**src/rtl/ttl_mailbox_pkg.sv**
```systemverilog
// Shared types and counter widths for the latch mailbox sequencer.
// Latency: none (declarations only).
// Backpressure: none (declarations only).
package ttl_mailbox_pkg;

  // Sequencer states for one latch write/ack cycle
  typedef enum logic [1:0] {
    ST_IDLE    = 2'd0,
    ST_SETUP   = 2'd1,
    ST_STROBE  = 2'd2,
    ST_PENDING = 2'd3
  } mbx_state_t;

  // Phase counter covers SETUP/STROBE lengths up to 15 cycles
  localparam int PHASE_W  = 4;
  // Retrigger counter covers intervals up to 65535 cycles
  localparam int RETRIG_W = 16;

endpackage

```
**src/rtl/ttl_latch_mailbox_ctrl_if.sv**
```systemverilog
// Bundles the CPU strobes, latch pins and status lines of the mailbox.
// Latency: none (wiring only).
// Backpressure: none; strobes are edge-based, status is level-based.
interface ttl_latch_mailbox_ctrl_if #(
  parameter int WIDTH = 6
);
  logic             wr_req;
  logic [WIDTH-1:0] wr_data;
  logic             rd_req;
  logic             clr;
  logic [WIDTH-1:0] lat_q;
  logic [WIDTH-1:0] lat_d;
  logic             lat_clk;
  logic             lat_resetn;
  logic [WIDTH-1:0] rd_data;
  logic             irq_n;
  logic             pending;
  logic             overrun;
  logic             busy;

  // Environment side: CPUs and the physical latch
  modport master (
    output wr_req, wr_data, rd_req, clr, lat_q,
    input  lat_d, lat_clk, lat_resetn, rd_data, irq_n, pending, overrun, busy
  );

  // Sequencer side
  modport slave (
    input  wr_req, wr_data, rd_req, clr, lat_q,
    output lat_d, lat_clk, lat_resetn, rd_data, irq_n, pending, overrun, busy
  );
endinterface

```
**src/rtl/ttl_strobe_edge.sv**
```systemverilog
// Registered rising-edge detector for a level CPU strobe.
// Latency: edge is combinational against the registered previous level.
// Backpressure: none; a strobe already high when reset releases is not an edge.
module ttl_strobe_edge (
  input  logic Clk,
  input  logic RESETn,
  input  logic i_lvl,
  output logic o_edge
);
  logic r_prev;
  logic r_armed;

  // Remember the previous level; the first clock after reset only primes history
  always_ff @(posedge Clk or negedge RESETn) begin
    if (!RESETn) begin
      r_prev  <= 1'b0;
      r_armed <= 1'b0;
    end else begin
      r_prev  <= i_lvl;
      r_armed <= 1'b1;
    end
  end

  assign o_edge = i_lvl & ~r_prev & r_armed;
endmodule

```
**src/rtl/ttl_latch_mailbox_ctrl.sv**
```systemverilog
// Drives an external hex D latch as a CPU-to-CPU command mailbox with irq and status.
// Latency: write edge to lat_clk rise is 1+SETUP_CYC cycles; all outputs registered.
// Backpressure: writes while busy/pending set sticky overrun; newest pending value wins.
module ttl_latch_mailbox_ctrl
  import ttl_mailbox_pkg::*;
#(
  parameter int WIDTH      = 6,
  parameter int SETUP_CYC  = 1,
  parameter int STROBE_CYC = 2,
  parameter int RETRIG_CYC = 0
) (
  input  logic                     Clk,
  input  logic                     RESETn,
  ttl_latch_mailbox_ctrl_if.slave  mbx
);
  localparam logic [PHASE_W-1:0]  SETUP_LIM  = PHASE_W'(SETUP_CYC - 1);
  localparam logic [PHASE_W-1:0]  STROBE_LIM = PHASE_W'(STROBE_CYC - 1);
  localparam bit                  RETRIG_EN  = (RETRIG_CYC > 0);
  localparam logic [RETRIG_W-1:0] RETRIG_LIM = RETRIG_W'((RETRIG_CYC > 0) ? RETRIG_CYC - 1 : 0);

  mbx_state_t          r_state, w_state_nxt;
  logic [PHASE_W-1:0]  r_cnt, w_cnt_nxt;
  logic [RETRIG_W-1:0] r_rcnt, w_rcnt_nxt;
  logic [WIDTH-1:0]    r_lat_d, w_lat_d_nxt;
  logic [WIDTH-1:0]    r_rd_data, w_rd_data_nxt;
  logic                r_lat_clk, w_lat_clk_nxt;
  logic                r_lat_resetn, w_lat_resetn_nxt;
  logic                r_irq_n, w_irq_n_nxt;
  logic                r_pending, w_pending_nxt;
  logic                r_overrun, w_overrun_nxt;
  logic                r_busy, w_busy_nxt;
  logic                w_wr_edge, w_rd_edge;

  ttl_strobe_edge u_wr_edge (.Clk(Clk), .RESETn(RESETn), .i_lvl(mbx.wr_req), .o_edge(w_wr_edge));
  ttl_strobe_edge u_rd_edge (.Clk(Clk), .RESETn(RESETn), .i_lvl(mbx.rd_req), .o_edge(w_rd_edge));

  // State and output registers; latch clear is held while RESETn is low
  always_ff @(posedge Clk or negedge RESETn) begin
    if (!RESETn) begin
      r_state      <= ST_IDLE;
      r_cnt        <= '0;
      r_rcnt       <= '0;
      r_lat_d      <= '0;
      r_rd_data    <= '0;
      r_lat_clk    <= 1'b0;
      r_lat_resetn <= 1'b0;
      r_irq_n      <= 1'b1;
      r_pending    <= 1'b0;
      r_overrun    <= 1'b0;
      r_busy       <= 1'b0;
    end else begin
      r_state      <= w_state_nxt;
      r_cnt        <= w_cnt_nxt;
      r_rcnt       <= w_rcnt_nxt;
      r_lat_d      <= w_lat_d_nxt;
      r_rd_data    <= w_rd_data_nxt;
      r_lat_clk    <= w_lat_clk_nxt;
      r_lat_resetn <= w_lat_resetn_nxt;
      r_irq_n      <= w_irq_n_nxt;
      r_pending    <= w_pending_nxt;
      r_overrun    <= w_overrun_nxt;
      r_busy       <= w_busy_nxt;
    end
  end

  // Next-state and next-output logic; soft clear overrides every state
  always_comb begin
    w_state_nxt      = r_state;
    w_cnt_nxt        = r_cnt;
    w_rcnt_nxt       = r_rcnt;
    w_lat_d_nxt      = r_lat_d;
    w_rd_data_nxt    = r_rd_data;
    w_lat_clk_nxt    = r_lat_clk;
    w_lat_resetn_nxt = 1'b1;
    w_irq_n_nxt      = r_irq_n;
    w_pending_nxt    = r_pending;
    w_overrun_nxt    = r_overrun;
    w_busy_nxt       = r_busy;
    if (mbx.clr) begin
      w_state_nxt      = ST_IDLE;
      w_cnt_nxt        = '0;
      w_rcnt_nxt       = '0;
      w_lat_clk_nxt    = 1'b0;
      w_lat_resetn_nxt = 1'b0;
      w_irq_n_nxt      = 1'b1;
      w_pending_nxt    = 1'b0;
      w_overrun_nxt    = 1'b0;
      w_busy_nxt       = 1'b0;
    end else begin
      case (r_state)
        ST_IDLE: begin
          if (w_rd_edge) w_rd_data_nxt = mbx.lat_q;
          if (w_wr_edge) begin
            w_lat_d_nxt = mbx.wr_data;
            w_state_nxt = ST_SETUP;
            w_cnt_nxt   = '0;
            w_busy_nxt  = 1'b1;
          end
        end
        ST_SETUP: begin
          if (w_rd_edge) w_rd_data_nxt = mbx.lat_q;
          if (w_wr_edge) w_overrun_nxt = 1'b1;
          if (r_cnt == SETUP_LIM) begin
            w_state_nxt   = ST_STROBE;
            w_cnt_nxt     = '0;
            w_lat_clk_nxt = 1'b1;
          end else begin
            w_cnt_nxt = r_cnt + 1'b1;
          end
        end
        ST_STROBE: begin
          if (w_rd_edge) w_rd_data_nxt = mbx.lat_q;
          if (w_wr_edge) w_overrun_nxt = 1'b1;
          if (r_cnt == STROBE_LIM) begin
            w_state_nxt   = ST_PENDING;
            w_cnt_nxt     = '0;
            w_rcnt_nxt    = '0;
            w_lat_clk_nxt = 1'b0;
            w_pending_nxt = 1'b1;
            w_irq_n_nxt   = 1'b0;
            w_busy_nxt    = 1'b0;
          end else begin
            w_cnt_nxt = r_cnt + 1'b1;
          end
        end
        ST_PENDING: begin
          // A read in the same cycle as a write retires the old command first
          if (w_rd_edge) begin
            w_rd_data_nxt = mbx.lat_q;
            w_irq_n_nxt   = 1'b1;
            w_pending_nxt = 1'b0;
            w_state_nxt   = ST_IDLE;
          end
          if (w_wr_edge) begin
            w_lat_d_nxt = mbx.wr_data;
            w_state_nxt = ST_SETUP;
            w_cnt_nxt   = '0;
            w_busy_nxt  = 1'b1;
            if (!w_rd_edge) begin
              w_overrun_nxt = 1'b1;
              w_irq_n_nxt   = 1'b0;
            end
          end
          if (RETRIG_EN && !w_rd_edge && !w_wr_edge) begin
            if (r_rcnt == RETRIG_LIM) begin
              w_irq_n_nxt = 1'b1;
              w_rcnt_nxt  = '0;
            end else begin
              w_irq_n_nxt = 1'b0;
              w_rcnt_nxt  = r_rcnt + 1'b1;
            end
          end
        end
        default: w_state_nxt = ST_IDLE;
      endcase
    end
  end

  assign mbx.lat_d      = r_lat_d;
  assign mbx.lat_clk    = r_lat_clk;
  assign mbx.lat_resetn = r_lat_resetn;
  assign mbx.rd_data    = r_rd_data;
  assign mbx.irq_n      = r_irq_n;
  assign mbx.pending    = r_pending;
  assign mbx.overrun    = r_overrun;
  assign mbx.busy       = r_busy;
endmodule

```
**src/flat_wrapper.sv**
```systemverilog
// flat-port wrapper written by rule: the top's interface ports become plain ports
module ttl_latch_mailbox_ctrl_flat import ttl_mailbox_pkg::*;
#(
  parameter int WIDTH      = 6,
  parameter int SETUP_CYC  = 1,
  parameter int STROBE_CYC = 2,
  parameter int RETRIG_CYC = 0
)
  (Clk, RESETn, mbx_wr_req, mbx_wr_data, mbx_rd_req, mbx_clr, mbx_lat_q, mbx_lat_d, mbx_lat_clk, mbx_lat_resetn, mbx_rd_data, mbx_irq_n, mbx_pending, mbx_overrun, mbx_busy);
  ttl_latch_mailbox_ctrl_if #(.WIDTH(WIDTH)) mbx_i ();
  input  logic Clk;
  input  logic RESETn;
  input wire logic [$bits(mbx_i.wr_req)-1:0] mbx_wr_req;
  input wire logic [$bits(mbx_i.wr_data)-1:0] mbx_wr_data;
  input wire logic [$bits(mbx_i.rd_req)-1:0] mbx_rd_req;
  input wire logic [$bits(mbx_i.clr)-1:0] mbx_clr;
  input wire logic [$bits(mbx_i.lat_q)-1:0] mbx_lat_q;
  output wire logic [$bits(mbx_i.lat_d)-1:0] mbx_lat_d;
  output wire logic [$bits(mbx_i.lat_clk)-1:0] mbx_lat_clk;
  output wire logic [$bits(mbx_i.lat_resetn)-1:0] mbx_lat_resetn;
  output wire logic [$bits(mbx_i.rd_data)-1:0] mbx_rd_data;
  output wire logic [$bits(mbx_i.irq_n)-1:0] mbx_irq_n;
  output wire logic [$bits(mbx_i.pending)-1:0] mbx_pending;
  output wire logic [$bits(mbx_i.overrun)-1:0] mbx_overrun;
  output wire logic [$bits(mbx_i.busy)-1:0] mbx_busy;
  assign mbx_i.wr_req = mbx_wr_req;
  assign mbx_i.wr_data = mbx_wr_data;
  assign mbx_i.rd_req = mbx_rd_req;
  assign mbx_i.clr = mbx_clr;
  assign mbx_i.lat_q = mbx_lat_q;
  assign mbx_lat_d = mbx_i.lat_d;
  assign mbx_lat_clk = mbx_i.lat_clk;
  assign mbx_lat_resetn = mbx_i.lat_resetn;
  assign mbx_rd_data = mbx_i.rd_data;
  assign mbx_irq_n = mbx_i.irq_n;
  assign mbx_pending = mbx_i.pending;
  assign mbx_overrun = mbx_i.overrun;
  assign mbx_busy = mbx_i.busy;
  ttl_latch_mailbox_ctrl #(.WIDTH(WIDTH), .SETUP_CYC(SETUP_CYC), .STROBE_CYC(STROBE_CYC), .RETRIG_CYC(RETRIG_CYC)) u_core (.Clk(Clk), .RESETn(RESETn), .mbx(mbx_i));
endmodule
```
**config.mk**
```make
export PLATFORM = sky130hd
export DESIGN_NAME = ttl_latch_mailbox_ctrl_flat
export DESIGN_NICKNAME = d
export VERILOG_FILES = /design/src/rtl/ttl_mailbox_pkg.sv /design/src/rtl/ttl_latch_mailbox_ctrl_if.sv /design/src/rtl/ttl_strobe_edge.sv /design/src/rtl/ttl_latch_mailbox_ctrl.sv /design/src/flat_wrapper.sv
export SDC_FILE = /design/constraint.sdc
export NUM_CORES = 1
export LEC_CHECK = 0
export CAP_MARGIN = 20
export CORE_MARGIN = 3
export CORE_UTILIZATION = 47
export CTS_CLUSTER_DIAMETER = 80
export DETAILED_ROUTE_END_ITERATION = 8
export GPL_TIMING_DRIVEN = 1
export PLACE_DENSITY = 0.78
export SETUP_SLACK_MARGIN = 0.1
export SLEW_MARGIN = 20
export SYNTH_ARGS = -nofsm -noshare
export SYNTH_HDL_FRONTEND = slang
export SYNTH_SLANG_ARGS = --single-unit
```
**constraint.sdc**
```tcl
create_clock -name Clk -period 2.6 [get_ports Clk]
set_clock_uncertainty 0.15 [all_clocks]
set_input_delay 0.52 -clock Clk [delete_from_list [all_inputs] [get_ports Clk]]
set_output_delay 0.52 -clock Clk [all_outputs]
set_load 0.05 [all_outputs]
```
# Word level (Yosys, flattened, before mapping)
# Cells that the tools add are included.
# W data, S select, Z words.
[op_classes]
addsub = 1
n_eq_ne = 14
mux = 35
bitwise = 7
n_reduce_logical = 17
[ops]
columns = ["operator", "n"]
rows = [
  ["$mux W1", 16],
  ["$mux W4", 4],
  ["$mux W2", 6],
  ["$mux W6", 2],
  ["$pmux W4 S3", 1],
  ["$reduce_and A3 Y1", 4],
  ["$reduce_bool A3 Y1", 4],
  ["$pmux W1 S2", 5],
  ["$ne A3 B2 Y1 const B", 3],
  ["$ne A3 B3 Y1 const B", 3],
  ["$pmux W2 S4", 1],
  ["$reduce_and A4 Y1", 2],
  ["$ne A3 B1 Y1 const B", 2],
  ["$add A4 B1 Y4 const B", 1],
  ["$and A1 B1 Y1", 4],
  ["$eq A2 B2 Y1 const B", 2],
  ["$eq A4 B1 Y1 const B", 1],
  ["$logic_not A4 Y1", 1],
  ["$ne A4 B3 Y1 const B", 1],
  ["$reduce_and A2 Y1", 2],
  ["$reduce_or A2 Y1", 2],
  ["$reduce_or A4 Y1", 1],
  ["$not A1 Y1", 3],
  ["$eq A2 B1 Y1 const B", 1],
  ["2 further kinds", 2],
]
[word_totals]
ff_bits = 27
out_inout_bits = 18
word_cells = 87

# Logic depth before layout (Yosys ltp)
[depth]
depth_word = 8
depth_mapped = 7
depth_no_buf = 6

# Modules after synthesis
# Synthesis repeated with hierarchy kept, for this count alone.
[hier_totals]
hier_cells = 118
area_unflattened_um2 = 1352.5
[by_module_without_submodules]
columns = ["module", "instances", "cells_each", "area_per_inst_um2"]
rows = [
  ["ttl_latch_mailbox_ctrl", 1, 110, 1227.4],
  ["ttl_strobe_edge", 2, 4, 62.6],
]

# Least setup slack after synthesis
# Ideal clock, no wire load.
[synth_path]
kind = "flip-flop to flip-flop"
startpoint = "reg u_core.r_state[1]"
endpoint = "reg u_core.r_rd_data[0] (netlist: u_core.mbx.rd_data[0])"
arrival_ns = 1.870
required_time_ns = 2.325
setup_slack_ns = 0.455
stages_incl_launch_ff = 6
path_buffers = 0
period_less_slack_ns = 2.145
cell_sequence = "dfrtp_1 > inv_1 > ha_1 > or4_1 > a21oi_2 > mux2_2"
[synth_between]
elab_chain_cells = 4
[synth_lines]
columns = ["item", "line_no", "source"]
rows = [
  ["from (decl)", "ttl_latch_mailbox_ctrl.sv:21", "mbx_state_t r_state, w_state_nxt;"],
  ["from (signal assigned)", "ttl_latch_mailbox_ctrl.sv:52", "r_state <= w_state_nxt;"],
  ["$eq A2 B1 Y1, or another cell as far along", "ttl_latch_mailbox_ctrl.sv:90", "case (r_state)"],
  ["$reduce_or A4 Y1 (no line) (*)", "n/a", ""],
  ["$ne A2 B1 Y1 (no line) (*)", "n/a", ""],
  ["$reduce_and A2 Y1 (no line) (*)", "n/a", ""],
  ["to (signal assigned)", "ttl_latch_mailbox_ctrl.sv:56", "r_rd_data <= w_rd_data_nxt;"],
  ["to (decl)", "ttl_latch_mailbox_ctrl.sv:25", "logic [WIDTH-1:0] r_rd_data, w_rd_data_nxt;"],
]
# Mark *: on every way between the ends. The rest lies on a longest branch, timed or not.
# A chain may end at the register's enable or synchronous reset.

# Worst setup path after layout
[layout_path]
startpoint = "reg u_core.r_state[1]"
endpoint = "reg u_core.r_rd_data[5] (netlist: u_core.mbx.rd_data[5])"
# The elaborated chain is that of the path after synthesis.

==> flow_summary.json <==
{
  "fmax_mhz": 427,
  "ir_worst_vdd_mv": 0.975,
  "dieArea_um2": 3440,
  "place_inst": 181,
  "layout.nets": 182,
  "grt_first_pass_wirelength_um": 4650,
  "portBuffers": 34,
  "synth_edf_count": 0,
  "syn_area_um2": 1300,
  "finalPower_mw": 1.84,
  "slew_headroom_pct": 65.6,
  "cts_resized": 0,
  "rsz0062_at_grt": "false",
  "cp_data_required_time_ps": 2660,
  "insertion_delay_ps": 320,
  "gp_congestion": 0.799,
  "wirelength_um": 2770,
  "min_to": "u_core.r_cnt[3]$_DFFE_PN0P_",
  "max_cap_viol_count": 0,
  "tritoncts": "built",
  "coreArea_um2": 2540,
  "synthArstFlopShare_pct": 100,
  "whs_path_depth": 1,
  "slowest_delay_ps": 540,
  "ys_ff_latch": 27,
  "grt_start_max_net_pins": 28,
  "dieHeight_um": 58.6,
  "dieWidth_um": 58.6,
  "synth_top_flop_cell": "dfrtp_1",
  "synth.net_count": 142,
  "rows": 18,
  "routedWlPerCell_um": 15.0,
  "post_cts_buffers": 0,
  "hold_ws_ps": 363,
  "final_common_cell": "clkdlybuf4s50_1",
  "io_pins": 35,
  "p_int_mw": 1.01,
  "post-route-period-util_pct": 90.1,
  "p_sw_mw": 0.838,
  "path_max_fanout": 7,
  "hp-start": "u_core.r_cnt[3]$_DFFE_PN0P_",
  "cts-htree-levels": 1,
  "seq_power_share_pct": 34.4,
  "cp_slowest_cell": "or4_1",
  "start_kind": "flip-flop",
  "drcViolationCount": 0,
  "final_cells": 185,
  "power_leakage_nw": 0.729,
  "antenna_found_initial": 0,
  "sw_frac_of_total_pct": 45.5,
  "drt_iter0_markers": 31,
  "grt_pass1_vias": 1058,
  "yosysTopAreaCell": "dfrtp_1",
  "syn_area_per_cell_um2": 11.2,
  "dp_hpwl_um": 2050,
  "rr_endpoint": "u_core.mbx.rd_data[5]$_DFFE_PN0P_",
  "holdBufCountCts": 0,
  "cts_sinks": 27,
  "ys_types": 32,
  "ant_nets": 0,
  "layout_common_cells": "clkdlybuf4s50_1 (34), dfrtp_1 (26), mux2_2 (13), nand2_1 (12)",
  "status": "completed",
  "synth_area_leaders": "dfrtp_1 (50%), mux2_2 (11%), ha_1 (8.6%)",
  "setup_viol": 0,
  "firstDrtPassIters": 5,
  "yosysWarnings": 0,
  "final.min_clock_period_ps": 2340,
  "n_antenna_cell": 0,
  "setup_tns_ps": 0,
  "path_class": "flip-flop to flip-flop",
  "clock_path_buffers": 2,
  "start_util_pct": 51.2,
  "p_per_area_nw_per_um2": 1070,
  "grt_overflow": 0,
  "drive_gt1_share_pct": 14.8,
  "slew_viol_final": 0,
  "cts_buffers": 3,
  "end_kind": "flip-flop",
  "clk_pin_slew_ps": 140,
  "combPwrFrac_pct": 56.0,
  "worst_slew_pin_slew_ps": 517,
  "crit_arrival_ps": 2400,
  "min_path_type": "flip-flop to flip-flop",
  "path_cells": "inv_1 -> ha_1 -> or4_1 -> a21oi_2 -> mux2_2",
  "via_per_inst": 5.50,
  "p_clk_share_pct": 9.5,
  "hold_viol": 0,
  "synth_top_area_share_pct": 50.0,
  "synthCells": 116,
  "worst-r2r-cell-count": 5,
  "syn_to_final_growth_pct": 32.1,
  "root_buffer": "clkbuf_4",
  "ys_seq_area_share_pct": 52.0,
  "ff2ff_setup_slack_ps": 260,
  "via_count": 1017,
  "r2r-start": "u_core.r_state[1]$_DFFE_PN0P_",
  "track_usage_pct": 17.7
}
[worst max path at each step]
stage / from / end / slack [ps] / cells past startpoint
global placement: mbx_rd_req / u_core.r_state[0]$_DFFE_PN0P_ / 200 / 5
CTS: u_core.mbx.irq_n$_DFFE_PN1P_ / mbx_irq_n / 240 / 1
floorplan: u_core.r_state[1]$_DFFE_PN0P_ / u_core.mbx.rd_data[0]$_DFFE_PN0P_ / 460 / 5
finish: u_core.r_state[1]$_DFFE_PN0P_ / u_core.mbx.rd_data[5]$_DFFE_PN0P_ / 260 / 5
detailed placement: mbx_rd_req / u_core.r_state[0]$_DFFE_PN0P_ / 80 / 5
global route: u_core.r_state[1]$_DFFE_PN0P_ / u_core.mbx.rd_data[5]$_DFFE_PN0P_ / 140 / 5
[flip-flops by register name, summed over array words and instances, names as in the netlist]
signal	flops
u_core.u_wr_edge.r_prev	1
u_core.r_state	2
u_core.mbx.pending	1
u_core.mbx.lat_clk	1
u_core.r_cnt	4
u_core.mbx.busy	1
u_core.u_rd_edge.r_prev	1
u_core.mbx.lat_d	6
u_core.mbx.lat_resetn	1
u_core.u_wr_edge.r_armed	1
u_core.mbx.irq_n	1
u_core.mbx.overrun	1
u_core.mbx.rd_data	6
[routing by layer]
layer / up-vias / part of all wire (%) / track usage (%)
li1: 483 / - / -
met1: 498 / 44 / 21.7
met2: 34 / 49 / 30.8
met3: 2 / 6.9 / 3.73
met4: 0 / 0.51 / 6.15
met5: - / 0 / 0
[stage by stage]
stage | worst slack, ps | cell area (um^2) | util, %
after floorplan | 455 | 1300 | -
after global placement | 197 | 1690 | 66.6
after detailed placement | 83.7 | 1690 | 66.6
after CTS | 245 | 1720 | 67.6
after global routing | 138 | 1720 | 67.6
final | 258 | 1720 | 67.6
[synth_stat cells, drive strengths merged (2+ instances only)]
| cell type | number |
|---|---|
| a21oi | 10 |
| dfrtp | 26 |
| ha | 9 |
| inv | 8 |
| mux2 | 14 |
| nand2 | 12 |
| nand3 | 3 |
| nand3b | 2 |
| nor2 | 6 |
| o21ai | 6 |
| or3b | 2 |
[worst max-delay path: cells and delay by family, from the launching register on]
family                     cells  cell delay, ps
DFF                            1             480
adders and majority gates      1             230
AOI/OAI and AO/OA              1             330
buffers and inverters          1             130
and+or+nand+nor                1             540
muxes                          1             380
[logic make-up after synthesis]
kind of cell / Yosys count / synth area share (%)
and+or+nand+nor: 30 / 11.5
adders and majority gates: 9 / 8.65
other: 1 / 0.288
DFF: 27 / 52.0
buffers and inverters: 10 / 2.98
muxes: 15 / 12.9
AOI/OAI and AO/OA: 24 / 11.7
[power by group through the flow]
stage                     combinational (mW)  sequential (mW)  clock (mW)
after CTS                               1.04            0.635       0.182
after global routing                    1.09            0.653       0.206
after global placement                  1.02            0.630           0
after floorplan                        0.294             1.03           0
final                                   1.03            0.635       0.176
after detailed placement                1.03            0.642           0
[cell type report]
type | instances | area [um^2]
sequential | 27 | 677
multi-input combinational | 79 | 587
timing repair buffer | 37 | 363
tap | 30 | 37.5
inverter | 8 | 30.0
clock buffer | 4 | 26.3
fill | 194 | 825
Power figures use the tool's default switching activity.
